--- config.mk ---
export PLATFORM = sky130hd
export DESIGN_NAME = sys_panel_input_flat
export DESIGN_NICKNAME = d
export VERILOG_FILES = /design/src/rtl/sys_panel_input_if.sv /design/src/rtl/sys_panel_input.sv /design/src/flat_wrapper.sv
export SDC_FILE = /design/constraint.sdc
export NUM_CORES = 1
export LEC_CHECK = 0
export ABC_CLOCK_PERIOD_IN_PS = 4690
export CAP_MARGIN = 20
export CORE_MARGIN = 2
export CORE_UTILIZATION = 45
export DETAILED_ROUTE_END_ITERATION = 10
export MAX_ROUTING_LAYER = met4
export PLACE_DENSITY = 0.72
export SETUP_SLACK_MARGIN = 0.15
export SYNTH_ARGS = -nofsm -noshare
export SYNTH_HDL_FRONTEND = slang
export SYNTH_SLANG_ARGS = --single-unit
--- constraint.sdc ---
create_clock -name SYS_clk -period 4.69 [get_ports SYS_clk]
set_input_delay 0.938 -clock SYS_clk [delete_from_list [all_inputs] [get_ports SYS_clk]]
set_output_delay 0.938 -clock SYS_clk [all_outputs]
set_load 0.01 [all_outputs]
--- src/rtl/sys_panel_input_if.sv ---
// Board-pin side and processor side signals of the panel input front end.
// The processor-facing outputs keep the system top's SYS_* names.
interface sys_panel_input_if;
    logic       btn_load;
    logic [7:0] sw_pc;
    logic [7:0] sw_sel;
    logic       SYS_load;
    logic [7:0] SYS_pc_val;
    logic [7:0] SYS_output_sel;
    logic [7:0] load_count;

    modport master (
        output btn_load, sw_pc, sw_sel,
        input  SYS_load, SYS_pc_val, SYS_output_sel, load_count
    );

    modport slave (
        input  btn_load, sw_pc, sw_sel,
        output SYS_load, SYS_pc_val, SYS_output_sel, load_count
    );
endinterface

--- src/rtl/sys_panel_input.sv ---
// Panel front end: synchronizes the switches, debounces the load button and
// issues one SYS_load strobe per accepted press, latching the PC switches.
module sys_panel_input #(
    parameter int DEBOUNCE_CYCLES = 16
) (
    input logic              SYS_clk,
    input logic              SYS_reset,
    sys_panel_input_if.slave pif
);
    localparam int CW = $clog2(DEBOUNCE_CYCLES) + 1;
    localparam logic [CW-1:0] CNT_LAST = CW'(DEBOUNCE_CYCLES - 1);

    typedef enum logic [1:0] {
        IDLE,
        PRESS_WAIT,
        PRESSED,
        RELEASE_WAIT
    } state_t;

    state_t        state_q, state_d;
    logic [CW-1:0] cnt_q, cnt_d;
    logic          btn_m_q, btn_s_q;
    logic [7:0]    pc_m_q, pc_s_q;
    logic [7:0]    sel_m_q, sel_s_q;
    logic          load_q, load_d;
    logic [7:0]    pc_val_q, pc_val_d;
    logic [7:0]    count_q, count_d;

    always_ff @(posedge SYS_clk) begin
        if (SYS_reset) begin
            state_q  <= IDLE;
            cnt_q    <= '0;
            btn_m_q  <= 1'b0;
            btn_s_q  <= 1'b0;
            pc_m_q   <= '0;
            pc_s_q   <= '0;
            sel_m_q  <= '0;
            sel_s_q  <= '0;
            load_q   <= 1'b0;
            pc_val_q <= '0;
            count_q  <= '0;
        end else begin
            state_q  <= state_d;
            cnt_q    <= cnt_d;
            btn_m_q  <= pif.btn_load;
            btn_s_q  <= btn_m_q;
            pc_m_q   <= pif.sw_pc;
            pc_s_q   <= pc_m_q;
            sel_m_q  <= pif.sw_sel;
            sel_s_q  <= sel_m_q;
            load_q   <= load_d;
            pc_val_q <= pc_val_d;
            count_q  <= count_d;
        end
    end

    always_comb begin
        state_d  = state_q;
        cnt_d    = cnt_q;
        load_d   = 1'b0;
        pc_val_d = pc_val_q;
        count_d  = count_q;
        unique case (state_q)
            IDLE: begin
                if (btn_s_q) begin
                    state_d = PRESS_WAIT;
                    cnt_d   = CW'(1);
                end else begin
                    cnt_d = '0;
                end
            end
            PRESS_WAIT: begin
                if (!btn_s_q) begin
                    state_d = IDLE;
                    cnt_d   = '0;
                end else if (cnt_q == CNT_LAST) begin
                    // Accepted press: strobe and capture in the same edge
                    state_d  = PRESSED;
                    cnt_d    = '0;
                    load_d   = 1'b1;
                    pc_val_d = pc_s_q;
                    count_d  = count_q + 8'd1;
                end else begin
                    cnt_d = cnt_q + CW'(1);
                end
            end
            PRESSED: begin
                if (!btn_s_q) begin
                    state_d = RELEASE_WAIT;
                    cnt_d   = CW'(1);
                end
            end
            RELEASE_WAIT: begin
                if (btn_s_q) begin
                    state_d = PRESSED;
                    cnt_d   = '0;
                end else if (cnt_q == CNT_LAST) begin
                    state_d = IDLE;
                    cnt_d   = '0;
                end else begin
                    cnt_d = cnt_q + CW'(1);
                end
            end
            default: begin
                state_d = IDLE;
                cnt_d   = '0;
            end
        endcase
    end

    assign pif.SYS_load       = load_q;
    assign pif.SYS_pc_val     = pc_val_q;
    assign pif.SYS_output_sel = sel_s_q;
    assign pif.load_count     = count_q;
endmodule

--- src/flat_wrapper.sv ---
// flat-port wrapper written by rule: the top's interface ports become plain ports
module sys_panel_input_flat 
#(
    parameter int DEBOUNCE_CYCLES = 16
)
  (SYS_clk, SYS_reset, pif_btn_load, pif_sw_pc, pif_sw_sel, pif_SYS_load, pif_SYS_pc_val, pif_SYS_output_sel, pif_load_count);
  sys_panel_input_if pif_i ();
  input logic SYS_clk;
  input logic SYS_reset;
  input wire logic [$bits(pif_i.btn_load)-1:0] pif_btn_load;
  input wire logic [$bits(pif_i.sw_pc)-1:0] pif_sw_pc;
  input wire logic [$bits(pif_i.sw_sel)-1:0] pif_sw_sel;
  output wire logic [$bits(pif_i.SYS_load)-1:0] pif_SYS_load;
  output wire logic [$bits(pif_i.SYS_pc_val)-1:0] pif_SYS_pc_val;
  output wire logic [$bits(pif_i.SYS_output_sel)-1:0] pif_SYS_output_sel;
  output wire logic [$bits(pif_i.load_count)-1:0] pif_load_count;
  assign pif_i.btn_load = pif_btn_load;
  assign pif_i.sw_pc = pif_sw_pc;
  assign pif_i.sw_sel = pif_sw_sel;
  assign pif_SYS_load = pif_i.SYS_load;
  assign pif_SYS_pc_val = pif_i.SYS_pc_val;
  assign pif_SYS_output_sel = pif_i.SYS_output_sel;
  assign pif_load_count = pif_i.load_count;
  sys_panel_input #(.DEBOUNCE_CYCLES(DEBOUNCE_CYCLES)) u_core (.SYS_clk(SYS_clk), .SYS_reset(SYS_reset), .pif(pif_i));
endmodule
# After elaboration in Yosys (flattened, before gate mapping)
# Index checks and enable logic that the tools add are counted.
# totals
register_bits	58
input_bits	19
out_inout_bits	25
word_cells	41
# op_classes
addsub	2
n_eq_ne	8
muxes	14
bitwise	2
reduce_logical	4
# ops
op	n
5-bit 2-to-1 mux	4
5-bit case mux with 4 select lines	1
2-bit 2-to-1 mux	6
8-bit by 1-bit adder with 8-bit output, second input constant	1
2-bit case mux with 4 select lines	1
5-bit by 1-bit adder with 5-bit output, second input constant	1
5-bit by 4-bit equality test with 1-bit output, second input constant	1
2-bit equality test, second input constant	2
4-bit AND reduction	1
3-bit by 1-bit inequality test with 1-bit output, second input constant	1
3-bit inequality test, second input constant	1
3-bit AND reduction	1
3-bit OR reduction	1
2-bit by 1-bit equality test with 1-bit output, second input constant	1
2-bit zero test	1
1-bit 2-to-1 mux	2
2-bit by 1-bit inequality test with 1-bit output, second input constant	1
2-bit inequality test, second input constant	1
1-bit NOT	2

# Depth between registers and ports, before layout
# logic_depth
word_depth	4
depth_mapped	5

# Worst setup path after synthesis
# No wires, ideal clock.
# synth_path
kind	input -> register
startpoint	input port SYS_reset
endpoint	register u_core.pc_val_q[1] (netlist: u_core.pif.SYS_pc_val[1])
setup_ns	0.132
arrival_ns	1.769
slack_ns	2.789
path_stages	4
n_path_buf	3
cell_sequence	clkbuf_1 clkbuf_1 clkbuf_1 a21oi_1
# synth_rtl
element	line	source
start, declared	flat_wrapper.sv:9	input logic SYS_reset;
end signal, assigned	sys_panel_input.sv:52	pc_val_q <= pc_val_d;
end, declared	sys_panel_input.sv:26	logic [7:0] pc_val_q, pc_val_d;
# No word-level cell between the ends.

# Final worst setup path
# layout_path
startpoint	register u_core.count_q[2] (netlist: u_core.pif.load_count[2])
endpoint	output port pif_load_count[2]
# layout_rtl
element	line	source
start, declared	sys_panel_input.sv:27	logic [7:0] count_q, count_d;
start signal, assigned	sys_panel_input.sv:53	count_q <= count_d;
end, declared	flat_wrapper.sv:16	output wire logic [$bits(pif_i.load_count)-1:0] pif_load_count;
# No word-level cell between the ends.

==> qor.yml <==
run_status: "complete, no violations"
drive_above_1_share: 0.0850
ys_seq_area_frac: 0.569
holdPathStages: 1
crit_buf_inv: 1
fin_crit_sh: 0.483
numCtsBuffers: 9
gp_congestion: 0.719
p_leak_nw: 0.994
antenna_found_initial: 0
crit_required_ns: 3.75
synth_top_family_by_area: "simple AND/OR/NAND/NOR gates"
synthMuxAreaShare: 0.0221
cts.clk_slew.worst_paths_ns: 0.07
syn_avg_cell_area_um2: 10.0
clockBufferDepth: 2
power.density_nw_per_um2: 374
viasPerCell: 5.04
initialDrtViolationCount: 52
rsz0062_at_grt: "false"
ys_async_sr_fraction: 0
startpoint_type: "flop"
hold_path.class: "reg -> reg"
p_sw_mw: 0.204
finClkSkew_ns: 0.00644
rr_worst_depth: 3
core_um2: 4350
critPathTopFamily: "buffers and inverters"
timing.final.ws_setup_ns: 2.43
maxCapViolations: 0
critical_path.max_fanout: 7
grt_pass1_vias: 1344
synth_edf_count: 0
antennaDiodeCount: 0
slew_headroom: 0.310
clkPwrFrac: 0.445
place_worst_setup_slack_ns: 2.43
comb_power_share: 0.041
grt_pass1_wl_mm: 5.87
final_antenna_net_count: 0
synthCells: 203
crit_type: "reg -> out"
wl_per_cell_um: 11.7
vdd_ir_drop_max_mv: 0.263
dieArea_um2: 5090
synth_flop_cell: "dfxtp_1"
root_buffer: "clkbuf_8"
yosys_warnings: 0
max_freq_mhz: 442
critical_path.cell_chain: "clkdlybuf4s50_1"
drt_wl_total_mm: 3.49
areaGrowthSynthToFinish_pct: 30.4
fp.dieH_um: 71.3
hold_viol: 0
grt_usage: 0.152
critPathMaxStageDelay_ns: 0.58
slew_violations: 0
nNetsFinal: 263
htree_levels: 3
slowest_stage: "clkdlybuf4s50_1"
synthAdderAreaFrac: 0.0123
power_frac_seq: 0.514
syn_nets: 224
ctsResizeCount: 0
fp-row-count: 24
num-fill-cells: 378
synthesis.area_um2: 2040
yosys.area_share.simple: 0.255
drc: 0
dp_hpwl_mm: 2.17
dr.pass1.iters: 4
tightest_slew_ns: 1.03
die_width_um: 71.3
sw_frac_of_total: 0.206
io_buffers: 43
intPower_mw: 0.790
synth-xor-area-share: 0.0129
post_cts_buffers: 0
holdBufCountCts: 0
cts_tree: "built"
yosysUniqueCellTypes: 31
cp-end-kind: "primary output"
start_util: 0.468
tns_ns: 0
grt_max_degree: 64
dr_total_vias: 1507
final-setup-viol-count: 0
grt-ovfl-total: 0
clock_latency_ns: 0.32
finalPower_mw: 0.994
layout_min_cycle_time_ns: 2.26
arrival_ns: 1.33
synth_compound_area_frac: 0.0902
io_pins: 44
synth-seq-cells: 58
crit_cells: 1
cts.sinks: 58
[path summary, 6_finish.rpt]
path	start	endpoint	slack (ns)
worst max-delay path	u_core.pif.load_count[2]$_SDFFE_PP0P_	pif_load_count[2]	2.43
worst min-delay path	u_core.sel_m_q[6]$_SDFF_PP0_	u_core.pif.SYS_output_sel[6]$_SDFF_PP0_	0.44
worst max register to register	u_core.btn_s_q$_SDFF_PP0_	u_core.pif.load_count[7]$_SDFFE_PP0P_	2.71
worst min register to register	u_core.sel_m_q[6]$_SDFF_PP0_	u_core.pif.SYS_output_sel[6]$_SDFF_PP0_	0.44
[through the flow]
| stage | std cells | utilization | instance area [um^2] | hold slack (ns) |
|---|---|---|---|---|
| 6_report | 299 | 0.611 | 2660 | 0.435 |
| 2_1_floorplan | 203 | - | 2040 | 0.414 |
| 3_5_place_dp | 283 | 0.566 | 2460 | 0.422 |
| 4_1_cts | 299 | 0.611 | 2660 | 0.438 |
| 5_1_grt | 299 | 0.611 | 2660 | 0.454 |
| 3_3_place_gp | 283 | 0.566 | 2460 | 0.416 |
[cells in the final DEF, fill, tap and decap left out, drive strengths merged]
cell           instances
or3                    1
clkdlybuf4s50         42
o32ai                  1
nand2                  1
bufinv                 1
or4                    2
a32o                   1
nor2b                 38
xnor2                  1
clkbuf                11
clkinv                 4
nand2b                 2
nand3b                 2
xor2                   2
inv                    3
and4b                  1
ha                     2
nor4b                  1
nand3                 17
and3b                  3
nand4                  3
a21oi                 17
mux2                   4
nor3                   1
dfxtp                 58
o21ai                 13
nand4b                 3
nor2                   6
o31ai                  2
nor4                   2
buf                    1
and4                   1
[power by group through the flow]
stage               Clock (mW)  Sequential (mW)  Combinational, mW
finish                   0.443            0.511             0.0404
global route             0.475            0.512             0.0447
CTS                      0.455            0.511             0.0412
floorplan                    0            0.522             0.0194
global placement             0            0.522             0.0402
detailed placement           0            0.522             0.0410
[sequential cells by signal (all words and copies together), names as in the netlist, named ones only]
signal,cells
u_core.cnt_q,5
u_core.btn_s_q,1
u_core.pif.SYS_pc_val,8
u_core.pc_s_q,8
u_core.sel_m_q,8
u_core.pc_m_q,8
u_core.pif.SYS_load,1
u_core.pif.load_count,8
u_core.btn_m_q,1
u_core.pif.SYS_output_sel,8
u_core.state_q,1
[cell type report]
| cell class | instances | area, um^2 | share of cell area |
|---|---|---|---|
| multi-input combinational | 127 | 801 | 0.301 |
| sequential | 58 | 1160 | 0.437 |
| clock inverter | 5 | 53.8 | 0.0202 |
| timing repair buffer | 43 | 425 | 0.160 |
| clock buffer | 11 | 141 | 0.0532 |
| inverter | 3 | 11.3 | 0.00424 |
| tap | 52 | 65.1 | 0.0245 |
[synth_stat cells (2+ instances only)]
cell      number  area, um^2
o31ai_1        2        15.0
and3b_1        3        26.3
or4_1          2        15.0
nor2b_1       38         238
a21oi_1       17        85.1
clkbuf_1      12        45.0
o21ai_0       13        65.1
mux2_2         4        45.0
inv_1          3        11.3
buf_2          2        10.0
nand3_1       17        85.1
dfxtp_1       58        1160
nand2b_1       2        12.5
ha_1           2        25.0
nand4b_1       2        17.5
nand4_1        3        18.8
xor2_1         2        17.5
nand3b_1       2        15.0
nor2_1         6        22.5
nor4_1         2        12.5
[cell families (layout without fill, tap and decap cells)]
group / Yosys count / after routing
simple gates: 84 / 84
compound gates: 34 / 34
xor+xnor: 3 / 3
flops: 58 / 58
fa+ha+maj: 2 / 2
mux: 4 / 4
buf+inv: 18 / 62
[layer usage]
layer / GRT usage / vias to the layer above / part of all wire
li1: - / 773 / -
met1: 0.188 / 701 / 0.47
met2: 0.214 / 29 / 0.49
met3: 0.0520 / 4 / 0.031
met4: 0.0881 / 0 / 0.012
met5: - / - / 0
Note: power is estimated with default switching activity, not from simulation.
